[src/rtl/csi2_frame_controller.sv]
`timescale 1ns/1ps
// csi2_frame_controller
// Turns the CSI-2 receiver packet stream of one virtual channel into frame and
// line timing, a registered pixel stream, line/frame counters and sticky
// protocol, length and line-count error flags.
// Ports:
//   clock, reset           rising-edge clock, asynchronous active-high reset
//   virtual_channel, word_count, image_data_type, image_data,
//   image_data_enable, interrupt   receiver packet interface
//   clear_errors           synchronous clear of the sticky error flags
//   frame_valid, line_valid, pixel_data, pixel_enable   timing / pixel stream
//   line_count, frame_count, frame_done                 counters / FE pulse
//   err_sequence, err_length, err_line_count            sticky errors
module csi2_frame_controller #(
   parameter int unsigned VIRTUAL_CHANNEL = 0,
   parameter int unsigned EXPECTED_LINES  = 0,
   parameter logic [15:0] MAX_WORD_COUNT  = 16'd8192
) (
   input  logic        clock,
   input  logic        reset,
   input  logic [1:0]  virtual_channel,
   input  logic [15:0] word_count,
   input  logic [5:0]  image_data_type,
   input  logic [31:0] image_data,
   input  logic        image_data_enable,
   input  logic        interrupt,
   input  logic        clear_errors,
   output logic        frame_valid,
   output logic        line_valid,
   output logic [31:0] pixel_data,
   output logic        pixel_enable,
   output logic [15:0] line_count,
   output logic [15:0] frame_count,
   output logic        frame_done,
   output logic        err_sequence,
   output logic        err_length,
   output logic        err_line_count
);

   localparam logic [1:0] ST_IDLE  = 2'd0;
   localparam logic [1:0] ST_FRAME = 2'd1;
   localparam logic [1:0] ST_LINE  = 2'd2;

   localparam logic [5:0]  DT_FS = 6'h00;
   localparam logic [5:0]  DT_FE = 6'h01;
   localparam logic [5:0]  DT_LS = 6'h02;
   localparam logic [5:0]  DT_LE = 6'h03;
   localparam logic [1:0]  VC        = VIRTUAL_CHANNEL[1:0];
   localparam logic [15:0] EXP_LINES = EXPECTED_LINES[15:0];

   logic [1:0]  state_q, state_d, mid_state;
   logic        int_prev_q;
   logic [15:0] wc_q, wc_d;
   logic [15:0] beats_q, beats_d, beats_now;
   logic [16:0] exp_beats;
   logic        frame_valid_q, frame_valid_d;
   logic        line_valid_q, line_valid_d;
   logic [31:0] pix_data_q, pix_data_d;
   logic        pix_en_q, pix_en_d;
   logic [15:0] line_count_q, line_count_d;
   logic [15:0] frame_count_q, frame_count_d;
   logic        frame_done_q, frame_done_d;
   logic        err_seq_q, err_len_q, err_lc_q;
   logic        set_seq, set_len, set_lc;
   logic        hdr_evt, is_long;

   // Header = rising edge of interrupt on our channel; other channels are
   // never seen, so their payload enables fall outside LINE and are dropped.
   assign hdr_evt   = interrupt && !int_prev_q && (virtual_channel == VC);
   assign is_long   = (image_data_type[5:4] != 2'b00);
   assign exp_beats = ({1'b0, wc_q} + 17'd3) >> 2;

   always_comb begin
      state_d       = state_q;
      mid_state     = state_q;
      wc_d          = wc_q;
      beats_d       = beats_q;
      beats_now     = beats_q;
      frame_valid_d = frame_valid_q;
      line_valid_d  = line_valid_q;
      pix_data_d    = pix_data_q;
      pix_en_d      = 1'b0;
      line_count_d  = line_count_q;
      frame_count_d = frame_count_q;
      frame_done_d  = 1'b0;
      set_seq       = 1'b0;
      set_len       = 1'b0;
      set_lc        = 1'b0;

      if (state_q == ST_LINE) begin
         if (image_data_enable) begin
            pix_data_d = image_data;
            pix_en_d   = 1'b1;
            if (beats_q != 16'hFFFF)
               beats_now = beats_q + 16'd1;
         end
         beats_d = beats_now;
         // End of payload (or an unexpected new header): close the line and
         // count it even if the beat count is wrong.
         if (!interrupt || hdr_evt) begin
            line_valid_d = 1'b0;
            if (line_count_q != 16'hFFFF)
               line_count_d = line_count_q + 16'd1;
            if ({1'b0, beats_now} != exp_beats)
               set_len = 1'b1;
            if (hdr_evt)
               set_seq = 1'b1;
            state_d   = ST_FRAME;
            mid_state = ST_FRAME;
         end
      end

      // Header processing sees the state after any line close this cycle.
      if (hdr_evt) begin
         if (mid_state == ST_IDLE) begin
            if (image_data_type == DT_FS) begin
               state_d       = ST_FRAME;
               frame_valid_d = 1'b1;
               line_count_d  = 16'd0;
            end else if (is_long || image_data_type == DT_FE ||
                         image_data_type == DT_LS || image_data_type == DT_LE) begin
               set_seq = 1'b1;
            end
         end else if (mid_state == ST_FRAME) begin
            if (is_long) begin
               if (word_count != 16'd0 && word_count <= MAX_WORD_COUNT) begin
                  state_d      = ST_LINE;
                  line_valid_d = 1'b1;
                  wc_d         = word_count;
                  beats_d      = 16'd0;
               end else begin
                  set_len = 1'b1;
               end
            end else if (image_data_type == DT_FE) begin
               state_d       = ST_IDLE;
               frame_valid_d = 1'b0;
               frame_done_d  = 1'b1;
               frame_count_d = frame_count_q + 16'd1;
               if (EXPECTED_LINES != 0 && line_count_d != EXP_LINES)
                  set_lc = 1'b1;
            end else if (image_data_type == DT_FS) begin
               set_seq      = 1'b1;
               line_count_d = 16'd0;
            end
         end
      end
   end

   always_ff @(posedge clock or posedge reset) begin
      if (reset) begin
         state_q       <= ST_IDLE;
         int_prev_q    <= 1'b0;
         wc_q          <= 16'd0;
         beats_q       <= 16'd0;
         frame_valid_q <= 1'b0;
         line_valid_q  <= 1'b0;
         pix_data_q    <= 32'd0;
         pix_en_q      <= 1'b0;
         line_count_q  <= 16'd0;
         frame_count_q <= 16'd0;
         frame_done_q  <= 1'b0;
         err_seq_q     <= 1'b0;
         err_len_q     <= 1'b0;
         err_lc_q      <= 1'b0;
      end else begin
         state_q       <= state_d;
         int_prev_q    <= interrupt;
         wc_q          <= wc_d;
         beats_q       <= beats_d;
         frame_valid_q <= frame_valid_d;
         line_valid_q  <= line_valid_d;
         pix_data_q    <= pix_data_d;
         pix_en_q      <= pix_en_d;
         line_count_q  <= line_count_d;
         frame_count_q <= frame_count_d;
         frame_done_q  <= frame_done_d;
         // A new error set on the same edge as a clear wins.
         err_seq_q     <= set_seq || (err_seq_q && !clear_errors);
         err_len_q     <= set_len || (err_len_q && !clear_errors);
         err_lc_q      <= set_lc  || (err_lc_q  && !clear_errors);
      end
   end

   assign frame_valid    = frame_valid_q;
   assign line_valid     = line_valid_q;
   assign pixel_data     = pix_data_q;
   assign pixel_enable   = pix_en_q;
   assign line_count     = line_count_q;
   assign frame_count    = frame_count_q;
   assign frame_done     = frame_done_q;
   assign err_sequence   = err_seq_q;
   assign err_length     = err_len_q;
   assign err_line_count = err_lc_q;

endmodule

[config.mk]
export PLATFORM = sky130hd
export DESIGN_NAME = csi2_frame_controller
export DESIGN_NICKNAME = d
export VERILOG_FILES = /design/src/rtl/csi2_frame_controller.sv
export SDC_FILE = /design/constraint.sdc
export NUM_CORES = 1
export LEC_CHECK = 0
export CAP_MARGIN = 10
export CORE_UTILIZATION = 45
export DETAILED_ROUTE_END_ITERATION = 7
export PLACE_DENSITY = 0.73
export RECOVER_POWER = 25
export SLEW_MARGIN = 15
export SYNTH_ARGS = -nofsm -noshare
export SYNTH_HDL_FRONTEND = slang
export SYNTH_SLANG_ARGS = --single-unit
[constraint.sdc]
create_clock -name clock -period 6.2 [get_ports clock]
set_clock_uncertainty 0.15 [all_clocks]
set_input_delay 0.62 -clock clock [delete_from_list [all_inputs] [get_ports clock]]
set_output_delay 0.62 -clock clock [all_outputs]
set_load 0.02 [all_outputs]
=== Yosys cells after proc, flatten, opt, wreduce, memory -nomap -nowiden ===
Cells that the tools add are included.

* Div/mod/pow operators: 0
* $add $sub $neg: 4
* Order comparisons: 1
* Multiplexer cells: 65
* Shift operators: 0
* Reductions and logical operators: 26
* Equal/unequal tests: 10
* Bitwise logic cells: 2
* $mul: 0

{| class="wikitable"
|+ Operators with widths
! cell !! count
|-
| two-way mux 16 bit || 18
|-
| adder 16 x 1 -> 16 bit (second input constant) || 3
|-
| two-way mux 1 bit || 38
|-
| inequality test 16 bit (second input constant) || 2
|-
| two-way mux 2 bit || 9
|-
| adder 16 x 2 -> 17 bit (second input constant) || 1
|-
| less-or-equal comparator 16 x 14 -> 1 bit (second input constant) || 1
|-
| inequality test 16 x 15 -> 1 bit || 1
|-
| nonzero test 16 bit || 1
|-
| AND reduction 5 bit || 3
|-
| == test 6 x 2 -> 1 bit (second input constant) || 2
|-
| == test 6 x 1 -> 1 bit (second input constant) || 1
|-
| logical AND 1 bit || 6
|-
| zero test 6 bit || 1
|-
| logical OR 1 bit || 6
|-
| nonzero test 2 bit || 3
|-
| zero test 2 bit || 2
|-
| inequality test 2 x 1 -> 1 bit (second input constant) || 2
|-
| zero test 1 bit || 3
|-
| == test 2 x 1 -> 1 bit (second input constant) || 1
|-
| == test 2 bit (second input constant) || 1
|-
| inverter 1 bit || 2
|-
| AND reduction 2 bit || 1
|}

* Latch bits: 0
* Flip-flop bits (word level): 106
* Bits in writable memories: 0
* Memories kept: 0
* Logic and storage cells: 122
* ROM bits: 0
* Input bits: 61
* Output and inout bits: 71

=== Logic depth before layout (Yosys ltp) ===
Gate-level depths: netlist (run 1).

* Word-level depth: 14
* Gate-level depth with buffers: 10
* Gate-level depth less buffers: 8

=== Least setup slack after synthesis (run 1) ===
Ideal clock, no wire load.

* Path kind: input -> register
* Start: input port image_data_enable
* End: register err_len_q (netlist: err_length)
* Stages on the path: 9
* Library setup time: 136 ps
* Arrival time: 2,404 ps
* Path buffers: 2
* Slack: 3,510 ps
* Data required time: 5,914 ps
* Path through: buf_2 > nand4_1 > or4_1 > clkbuf_1 > xnor2_1 > o21a_1 > or3_1 > o21ai_0 > a31oi_1

* Longest elaborated chain between the ends: 12

{| class="wikitable"
|+ RTL lines
! element !! RTL line !! source
|-
| start: declaration || 25 || <nowiki>input logic image_data_enable,</nowiki>
|-
| two-way mux 16 bit (*) || 91 || <nowiki>if (image_data_enable) begin</nowiki>
|-
| two-way mux 16 bit (*) || 90 || <nowiki>if (state_q == ST_LINE) begin</nowiki>
|-
| inequality test 16 x 15 -> 1 bit (*) || 104 || <nowiki>if ({1'b0, beats_now} != exp_beats)</nowiki>
|-
| two-way mux 1 bit (*) || 104 ||
|-
| two-way mux 1 bit (*) || 100 || <nowiki>if (!interrupt || hdr_evt) begin</nowiki>
|-
| two-way mux 1 bit (*) || 90 ||
|-
| two-way mux 1 bit || 126 || <nowiki>if (word_count != 16'd0 && word_count <= MAX_WORD_COUNT) begin</nowiki>
|-
| two-way mux 1 bit || 125 || <nowiki>if (is_long) begin</nowiki>
|-
| two-way mux 1 bit || 124 || <nowiki>end else if (mid_state == ST_FRAME) begin</nowiki>
|-
| two-way mux 1 bit || 115 || <nowiki>if (mid_state == ST_IDLE) begin</nowiki>
|-
| two-way mux 1 bit (*) || 114 || <nowiki>if (hdr_evt) begin</nowiki>
|-
| logical OR 1 bit (*) || 179 || <nowiki>err_len_q <= set_len || (err_len_q && !clear_errors);</nowiki>
|-
| end signal: assignment || 179 ||
|-
| end: declaration || 63 || <nowiki>logic err_seq_q, err_len_q, err_lc_q;</nowiki>
|}

Mark *: on every way between the ends. The rest lies on a longest branch, timed or not. The select of a mux whose other input is x is not followed.
A chain may end at the register's enable or synchronous reset.

=== Final worst setup path (run 1) ===
Same ends and word-level chain as after synthesis.

==> impl_metrics.yaml, run 1 <==
outcome:
  status: "complete, but fails checks"
  violations: "capacitance limit, slew limit"
power:
  p_sw_frac: 0.205
  power_density_nw_per_um2: 194
  seq_power_share: 0.493
  peakVddDrop_mv: 0.168
  p_sw_uw: 294
  leakage_uw: 0.00338
  clkPwrFrac: 0.442
  p_total_uw: 1430
  cellInternalPower_uw: 1140
  pwr-share-comb: 0.064
global_routing:
  gr-total-overflow: 0
  grt_pass1_vias: 4465
  grt_start_max_net_pins: 74
  grt_pass1_wl_um: 21300
  grt.total_usage: 0.210
  antenna_found_initial: 0
critical_path:
  worst_setup_path_end_kind: "register"
  ff2ff_setup_slack_ns: 2.83
  cp_max_fo: 14
  r2r-end: "err_length"
  cp-start-kind: "input pin"
  startpoint: "image_data_enable"
  rr_worst_depth: 8
  worstPathArrival_ns: 3.56
  path_class: "in2reg"
  regToRegStartpoint: "beats_q[0]"
  endpoint: "err_length"
  worstPathRequired_ns: 6.27
floorplanning:
  die-height_um: 114
  dieWidth_um: 114
  fp-row-count: 40
  io_pins: 132
  fp.coreArea_um2: 12100
  design.die.area_um2: 12900
  start_util: 0.464
timing:
  tightest_slew_ns: 1.80
  max_freq_ghz: 0.286
  post-route-worst-setup-slack_ns: 2.71
  final_hold_viol_count: 0
  period_share: 0.563
  max-slew-margin-rel: -0.200
  tns_ns: 0
  period_minus_slack_ns: 3.49
  slew_violations: 36
  grt_setup_unrepaired: "no"
  setup_violations: 0
clocking:
  cts_tree: "yes"
  postCtsHoldBufs: 0
  clock-sinks: 106
  cts_resized: 0
  clockBufferDepth: 2
  cts_buffers: 9
  clk_pin_slew_ns: 0.07
  cts_setup_buffers: 0
  cts-root-buf: "clkbuf_16"
  clock_latency_ns: 0.35
  htreeDepth: 3
routing:
  first_pass_iters: 4
  antenna_left: 0
  drt_iter0_drc: 170
  viasPerCell: 5.38
  via_count: 4488
  wl_per_cell_um: 15.5
  post-route-drc-count: 0
  wl_um: 12900
synth:
  synth_simple_gate_area_frac: 0.204
  netlist_top_cells_count: "dfrtp_1, nor2_1, mux2_2"
  syn-num-nets: 604
  ys_ff_latch: 106
  synthAdderAreaFrac: 0.00670
  ys_seq_area_frac: 0.474
  synth_mux_area_frac: 0.109
  synth_flop_cell: "dfrtp_1"
  synth_xor_area_frac: 0.102
  synth-edff-count: 0
  synth_cell_type_count: 62
  synth_top_area_frac: 0.474
  synth_most_common_cell: "dfrtp_1"
  synthTopCellsByArea: "dfrtp_1, mux2_2, xnor2_1, nor2_1, xor2_1"
  netlist_instances: 540
  ys_async_sr_fraction: 1.00
  synth-compound-area-share: 0.0764
  ys_warn_count: 0
  netlist_area_um2: 5600
  synth_top_family_by_area: "simple AND/OR/NAND/NOR gates"
  synth_top_cell_by_area: "dfrtp_1"
  avgSynthCellArea_um2: 10.4
placement:
  io_buffer_count: 131
  gp_congestion: 0.883
  pre_cts_ws_ns: 2.45
  detailed_place_hpwl_um: 9520
final_layout:
  fill_cells: 1013
  final_core_util: 0.611
  diodes: 0
  layout.nets: 726
  area_growth_pct: 31.7
  layout-drive-gt1-share: 0.117
min_path:
  hold_depth: 1
  hp-class: "reg2reg"
flow_run:
  drv_cap: 1
sequential cells by signal (all words and copies together) (netlist names):
name,cells
frame_count,16
err_line_count,1
pixel_data,32
frame_done,1
wc_q,16
line_count,16
int_prev_q,1
pixel_enable,1
err_sequence,1
line_valid,1
err_length,1
beats_q,16
frame_valid,1
state_q,2
power groups by stage:
stage / clock network [µW] / logic (µW) / registers [µW]
after floorplan: 0 / 28.8 / 723
after global placement: 0 / 92.9 / 718
after detailed placement: 0 / 95.6 / 718
after CTS: 655 / 96.1 / 705
after global routing: 675 / 101 / 706
final: 633 / 92.2 / 705
kinds of logic (layout without fill, tap and decap cells):
group / Yosys count / count (layout)
mux: 55 / 55
xor+xnor: 62 / 62
simple gates: 214 / 214
buf+inv: 39 / 165
flops: 106 / 106
fa+ha+maj: 3 / 3
compound gates: 61 / 61
worst max-delay path, stage by stage:
cell and delay (ns):
clkdlybuf4s50_1 0.60, nand4_1 0.51, nor4_1 0.53, mux2i_1 0.42, a21boi_0 0.16, a2bb2oi_1 0.16
a2111oi_0 0.40, a31oi_1 0.16
metrics by stage:
| stage | hold slack (ns) | std cells | area (µm²) |
|---|---|---|---|
| 2_1_floorplan | 0.357 | 540 | 5600 |
| 3_3_place_gp | 0.307 | 819 | 7050 |
| 3_5_place_dp | 0.336 | 819 | 7050 |
| 4_1_cts | 0.353 | 834 | 7380 |
| 5_1_grt | 0.362 | 834 | 7370 |
| 6_report | 0.340 | 834 | 7370 |
routing by layer:
layer,track usage,wire [µm],vias to the layer above
met5,0,0,-
met4,0.0816,232,0
met3,0.0638,902,21
met2,0.343,6420,151
met1,0.262,5390,2159
li1,-,-,2157
layout make-up:
| cell class | instances | area, µm² | share of cell area |
|---|---|---|---|
| sequential | 106 | 2650 | 0.360 |
| clock inverter | 3 | 68.8 | 0.00933 |
| multi-input combinational | 395 | 2790 | 0.378 |
| tap | 168 | 210 | 0.0285 |
| inverter | 16 | 61.3 | 0.00831 |
| timing repair buffer | 134 | 1330 | 0.180 |
| clock buffer | 12 | 267 | 0.0361 |
how the worst min path moves through the flow:
| stage | from | end | slack [ns] |
|---|---|---|---|
| 2_1_floorplan | beats_q[15] | beats_q[15] | 0.36 |
| 3_3_place_gp | frame_count[15] | frame_count[15] | 0.31 |
| 3_5_place_dp | frame_count[6] | frame_count[6] | 0.34 |
| 4_1_cts | frame_count[15] | frame_count[15] | 0.35 |
| 5_1_grt | frame_count[2] | frame_count[2] | 0.36 |
| 6_report | frame_count[15] | frame_count[15] | 0.34 |
placed cells by master, fill, tap and decap left out, types with 3 or more instances in the layout:
master           instances
mux2i_1                  7
clkdlybuf4s50_1         95
a21o_1                   5
and3_1                   4
or3_1                    3
nand4_1                 17
nor3b_1                  3
a211oi_1                 3
dfrtp_1                106
nor2_1                  63
o21ai_0                 11
mux2_2                  48
clkbuf_8                 3
nand2_1                 37
inv_1                   15
a21oi_1                 12
o31ai_1                  3
nand2b_1                 4
and4_1                   9
nor4_1                  12
o311ai_0                 3
dlygate4sd3_1           36
and2_1                   4
ha_1                     3
or4_1                    3
xor2_1                  21
nand3_1                 21
nor2b_1                  3
nor3_1                  17
xnor2_1                 39
clkbuf_16                9
(Power assumes the default switching activity.)
==> run 2, diff against run 1 <==
--- a/config.mk
+++ b/config.mk
@@ -8,7 +8,7 @@
 export CAP_MARGIN = 10
 export CORE_UTILIZATION = 45
 export DETAILED_ROUTE_END_ITERATION = 7
-export PLACE_DENSITY = 0.73
+export PLACE_DENSITY = 0.76
 export RECOVER_POWER = 25
 export SLEW_MARGIN = 15
 export SYNTH_ARGS = -nofsm -noshare
==> constraint.sdc (replaced) <==
create_clock -name clock -period 3.1 [get_ports clock]
set_clock_uncertainty 0.15 [all_clocks]
set_input_delay 0.31 -clock clock [delete_from_list [all_inputs] [get_ports clock]]
set_output_delay 0.31 -clock clock [all_outputs]
set_load 0.02 [all_outputs]
==> run 2 against run 1 <==
Compared with the run above: the run still ends with capacitance limit, slew limit left; sequential share of layout area down 0.29 points; critical path depth up 1; hold slack worse by 0.017 ns; register-to-register slack worse by 2.6 ns; global-route usage up 0.16 points; clock power up 82%; first-iteration DRC count rose to 2.6 times the previous value; sequential power up 100%; critical path type is now reg2reg.
==> impl_metrics.yaml, run 2 (synthesized netlist as in run 1, its figures left out) <==
outcome:
  status: "complete, but fails checks"
  violations: "capacitance limit, slew limit"
clocking:
  cts-root-buf: "clkbuf_16"
  cts_resized: 0
  cts_buffers: 9
  clockBufferDepth: 2
  htreeDepth: 3
  clock-sinks: 106
  clock_latency_ns: 0.34
  clk_pin_slew_ns: 0.07
  cts_setup_buffers: 0
  postCtsHoldBufs: 0
  cts_tree: "yes"
critical_path:
  cp_max_fo: 13
  rr_worst_depth: 9
  worst_setup_path_end_kind: "register"
  cpPeakStageDelay_ns: 0.45
  cp-start-kind: "register"
  regToRegStartpoint: "beats_q[0]"
  r2r-end: "err_length"
  worstPathArrival_ns: 2.92
  crit_family: "compound AO/OA/AOI/OAI gates"
  path_class: "reg2reg"
  worstPathRequired_ns: 3.17
  path_buf_inv: 1
  path_depth: 9
  ff2ff_setup_slack_ns: 0.25
  slowest_stage: "dfrtp_1"
  path_cells: "ha_1, nand4_1, buf_4, nor4_1, mux2i_1, a21boi_0, a2bb2oi_1, a2111oi_1, a31oi_1"
timing:
  whs_ns: 0.323
  setup_violations: 0
  tightest_slew_ns: 1.69
  max_freq_ghz: 0.350
  period_minus_slack_ns: 2.85
  max-slew-margin-rel: -0.128
  tns_ns: 0
  period_share: 0.921
  slew_violations: 70
  final_hold_viol_count: 0
  grt_setup_unrepaired: "no"
final_layout:
  final_cell_mix: "clkdlybuf4s50_1, dfrtp_1, nor2_1, mux2_2, xnor2_1"
  layout-drive-gt1-share: 0.136
  diodes: 0
  layout.nets: 737
  largest_reg_flops: 32
  final_common_cell: "clkdlybuf4s50_1"
  area_growth_pct: 32.8
global_routing:
  globalRouteMet1Util: 0.272
  grt.total_usage: 0.212
  grt.busiest_layer: "met2"
  grt_pass1_wl_um: 21600
  gr-total-overflow: 0
  antenna_found_initial: 1
  grt_start_max_net_pins: 70
  use_met3: 0.0537
  use_met2: 0.344
  grt_pass1_vias: 4522
min_path:
  whs_endpoint: "frame_count[15]"
  hp-start: "frame_count[15]"
  hold_depth: 1
  hp-class: "reg2reg"
routing:
  wl_per_cell_um: 15.3
  viasPerCell: 5.36
  post-route-drc-count: 0
  first_pass_iters: 5
  wl_um: 13000
  antenna_left: 0
  via_count: 4532
  drt_iter0_drc: 449
floorplanning:
  fp.coreArea_um2: 12100
  io_pins: 132
  dieWidth_um: 114
  die-height_um: 114
  design.die.area_um2: 12900
  fp-row-count: 40
  start_util: 0.464
power:
  p_total_uw: 2750
  leakage_uw: 0.00333
  peakVddDrop_mv: 0.304
  power_density_nw_per_um2: 370
placement:
  detailed_place_hpwl_um: 9790
  io_buffer_count: 131
  gp_congestion: 0.936
flow_run:
  drv_cap: 1
## run 2: cell count changes in the layout (fill, tap and decap cells not counted), sizes merged, moves of 2 or more
cell	change
buf	+11
clkbuf	-3
clkdlybuf4s50	+34
clkinv	+3
clkinvlp	+2
dlygate4sd3	-34
## run 2: worst max-delay path by stage
stage | startpoint | end | slack (ns)
floorplan | beats_q[0] | err_length | 0.53
global placement | word_count[1] | err_length | 0.23
detailed placement | image_data_enable | err_length | 0.19
CTS | beats_q[0] | err_length | 0.25
global route | beats_q[0] | err_length | 0.02
finish | beats_q[0] | err_length | 0.25
## run 2: where the power goes
| group | leakage [µW] | internal, µW | switching [µW] |
|---|---|---|---|
| Combinational | 0.00176 | 109 | 81.9 |
| Sequential | 0.00143 | 1400 | 13.1 |
| Clock | 0.000144 | 633 | 521 |
| Total | 0.00333 | 2140 | 615 |
## run 2: cell type report
type	count	area (µm²)
Clock inverter	7	78.8
Fill cell	1018	4630
Clock buffer	9	225
Inverter	16	63.8
Tap cell	168	210
Timing Repair Buffer	145	1410
Sequential cell	106	2650
Multi-Input combinational cell	395	2790
## run 2: routing by layer
layer / routed length (µm) / part of all wire / up-vias
met2: 6210 / 0.48 / 161
li1: - / - / 2190
met3: 833 / 0.064 / 17
met1: 5720 / 0.44 / 2164
met4: 206 / 0.016 / 0
met5: 0 / 0 / -
## run 2: through the flow
step,utilization,worst slack (ns),cell area (µm²),std cells
3_5_place_dp,0.592,0.192,7140,830
2_1_floorplan,-,0.527,5600,540
6_report,0.616,0.245,7430,846
4_1_cts,0.618,0.248,7450,846
5_1_grt,0.616,0.0247,7430,846
3_3_place_gp,0.592,0.230,7140,830
==> run 3, diff against run 2 <==
--- a/config.mk
+++ b/config.mk
@@ -7,8 +7,9 @@
 export LEC_CHECK = 0
 export CAP_MARGIN = 10
 export CORE_UTILIZATION = 45
+export CTS_CLUSTER_SIZE = 8
 export DETAILED_ROUTE_END_ITERATION = 7
-export PLACE_DENSITY = 0.76
+export PLACE_DENSITY_LB_ADDON = 0.12
 export RECOVER_POWER = 25
 export SLEW_MARGIN = 15
 export SYNTH_ARGS = -nofsm -noshare
==> run 3 against run 2 <==
Compared with the run above: non-clock buffer count rose by 3; clock power shrank 7%; the flow still finishes with violations (capacitance limit, slew limit); critical endpoint unchanged; combinational power hardly changed.
==> impl_metrics.yaml, run 3 (synthesized netlist as in run 1, its figures left out) <==
global_routing:
  grt_pass1_vias: 4534
  use_met2: 0.347
  grt_pass1_wl_um: 21600
  grt_start_max_net_pins: 63
  antenna_found_initial: 0
  gr-total-overflow: 0
  globalRouteMet1Util: 0.263
  grt.total_usage: 0.211
  use_met3: 0.0638
  grt.busiest_layer: "met2"
final_layout:
  design_area_um2: 7440
  largest_reg_flops: 32
  layout.nets: 740
  diodes: 0
  area_growth_pct: 32.8
  layout-drive-gt1-share: 0.140
  final_common_cell: "clkdlybuf4s50_1"
  final_cell_mix: "clkdlybuf4s50_1, dfrtp_1, nor2_1, mux2_2, xnor2_1"
  stdcell_count: 849
  final_core_util: 0.616
  fill_cells: 1047
min_path:
  whs_endpoint: "frame_count[15]"
  hp-class: "reg2reg"
  hold_depth: 1
  hp-start: "frame_count[15]"
floorplanning:
  io_pins: 132
  dieWidth_um: 114
  die-height_um: 114
  fp-row-count: 40
  start_util: 0.464
  design.die.area_um2: 12900
  fp.coreArea_um2: 12100
timing:
  tns_ns: 0
  period_share: 0.924
  slew_violations: 63
  grt_setup_unrepaired: "no"
  tightest_slew_ns: 1.54
  final_hold_viol_count: 0
  setup_violations: 0
  max_freq_ghz: 0.349
  period_minus_slack_ns: 2.86
  max-slew-margin-rel: -0.0274
critical_path:
  crit_family: "compound AO/OA/AOI/OAI gates"
  path_class: "reg2reg"
  r2r-end: "err_length"
  rr_worst_depth: 9
  worstPathRequired_ns: 3.17
  cpPeakStageDelay_ns: 0.47
  cp-start-kind: "register"
  slowest_stage: "a2111oi_0"
  startpoint: "beats_q[1]"
  worstPathArrival_ns: 2.93
  path_cells: "ha_1, nand4_1, buf_4, nor4_1, mux2i_1, a21boi_0, a2bb2oi_1, a2111oi_0, a31oi_1"
  path_buf_inv: 1
  worst_setup_path_end_kind: "register"
  cp_max_fo: 8
  ff2ff_setup_slack_ns: 0.24
  regToRegStartpoint: "beats_q[1]"
routing:
  wl_um: 13000
  viasPerCell: 5.34
  post-route-drc-count: 0
  via_count: 4533
  wl_per_cell_um: 15.3
  drt_iter0_drc: 187
  first_pass_iters: 4
  antenna_left: 0
clocking:
  clockBufferDepth: 2
  clk_pin_slew_ns: 0.07
  cts_buffers: 9
  cts_tree: "yes"
  clock_latency_ns: 0.35
  postCtsHoldBufs: 0
  htreeDepth: 3
  cts_resized: 0
  clock-sinks: 106
  cts_setup_buffers: 0
  cts-root-buf: "clkbuf_16"
placement:
  detailed_place_hpwl_um: 9570
  placed_cell_area_um2: 7180
  io_buffer_count: 131
  dp_cells: 833
  gp_congestion: 0.875
flow_run:
  drv_cap: 1
outcome:
  violations: "capacitance limit, slew limit"
  status: "complete, but fails checks"
power:
  peakVddDrop_mv: 0.356
  p_total_uw: 2670
  power_density_nw_per_um2: 359
  leakage_uw: 0.00334
run 3: cell count changes in the layout (fill, tap and decap cells not counted), sizes merged:
cell / delta
buf: +2
clkinvlp: -2
inv: +2
bufinv: -1
clkbuf: +1
clkinv: +1
run 3: worst max path at each step:
stage / depth (start not counted) / to
after floorplan: 8 / err_length
after global placement: 8 / err_length
after detailed placement: 9 / err_length
after CTS: 9 / err_length
after global routing: 9 / err_length
final: 9 / err_length
run 3: metrics by stage:
stage          setup slack, ns  hold WS, ns
5_1_grt                 0.0156        0.357
6_report                 0.236        0.329
2_1_floorplan            0.527        0.191
4_1_cts                  0.230        0.264
3_5_place_dp            0.0197        0.319
3_3_place_gp             0.183        0.306
run 3: power by group:
| group | switching, µW | total, µW | leakage, µW | internal [µW] |
|---|---|---|---|---|
| clock network | 520 | 1070 | 0.000142 | 551 |
| registers | 12.5 | 1410 | 0.00143 | 1400 |
| logic | 82.4 | 191 | 0.00177 | 108 |
| total | 615 | 2670 | 0.00334 | 2060 |
run 3: cell type report:
type	instances	area [µm²]	share of cell area
Multi-Input combinational cell	395	2790	0.375
Tap cell	168	210	0.0283
Clock buffer	9	225	0.0303
Sequential cell	106	2650	0.357
Inverter	16	63.8	0.00858
Timing Repair Buffer	148	1450	0.195
Clock inverter	7	48.8	0.00656
run 3: metal layers:
| metal | vias to the layer above | routed length, µm |
|---|---|---|
| li1 | 2183 | - |
| met1 | 2199 | 5640 |
| met2 | 129 | 6290 |
| met3 | 22 | 813 |
| met4 | 0 | 255 |
| met5 | - | 0 |
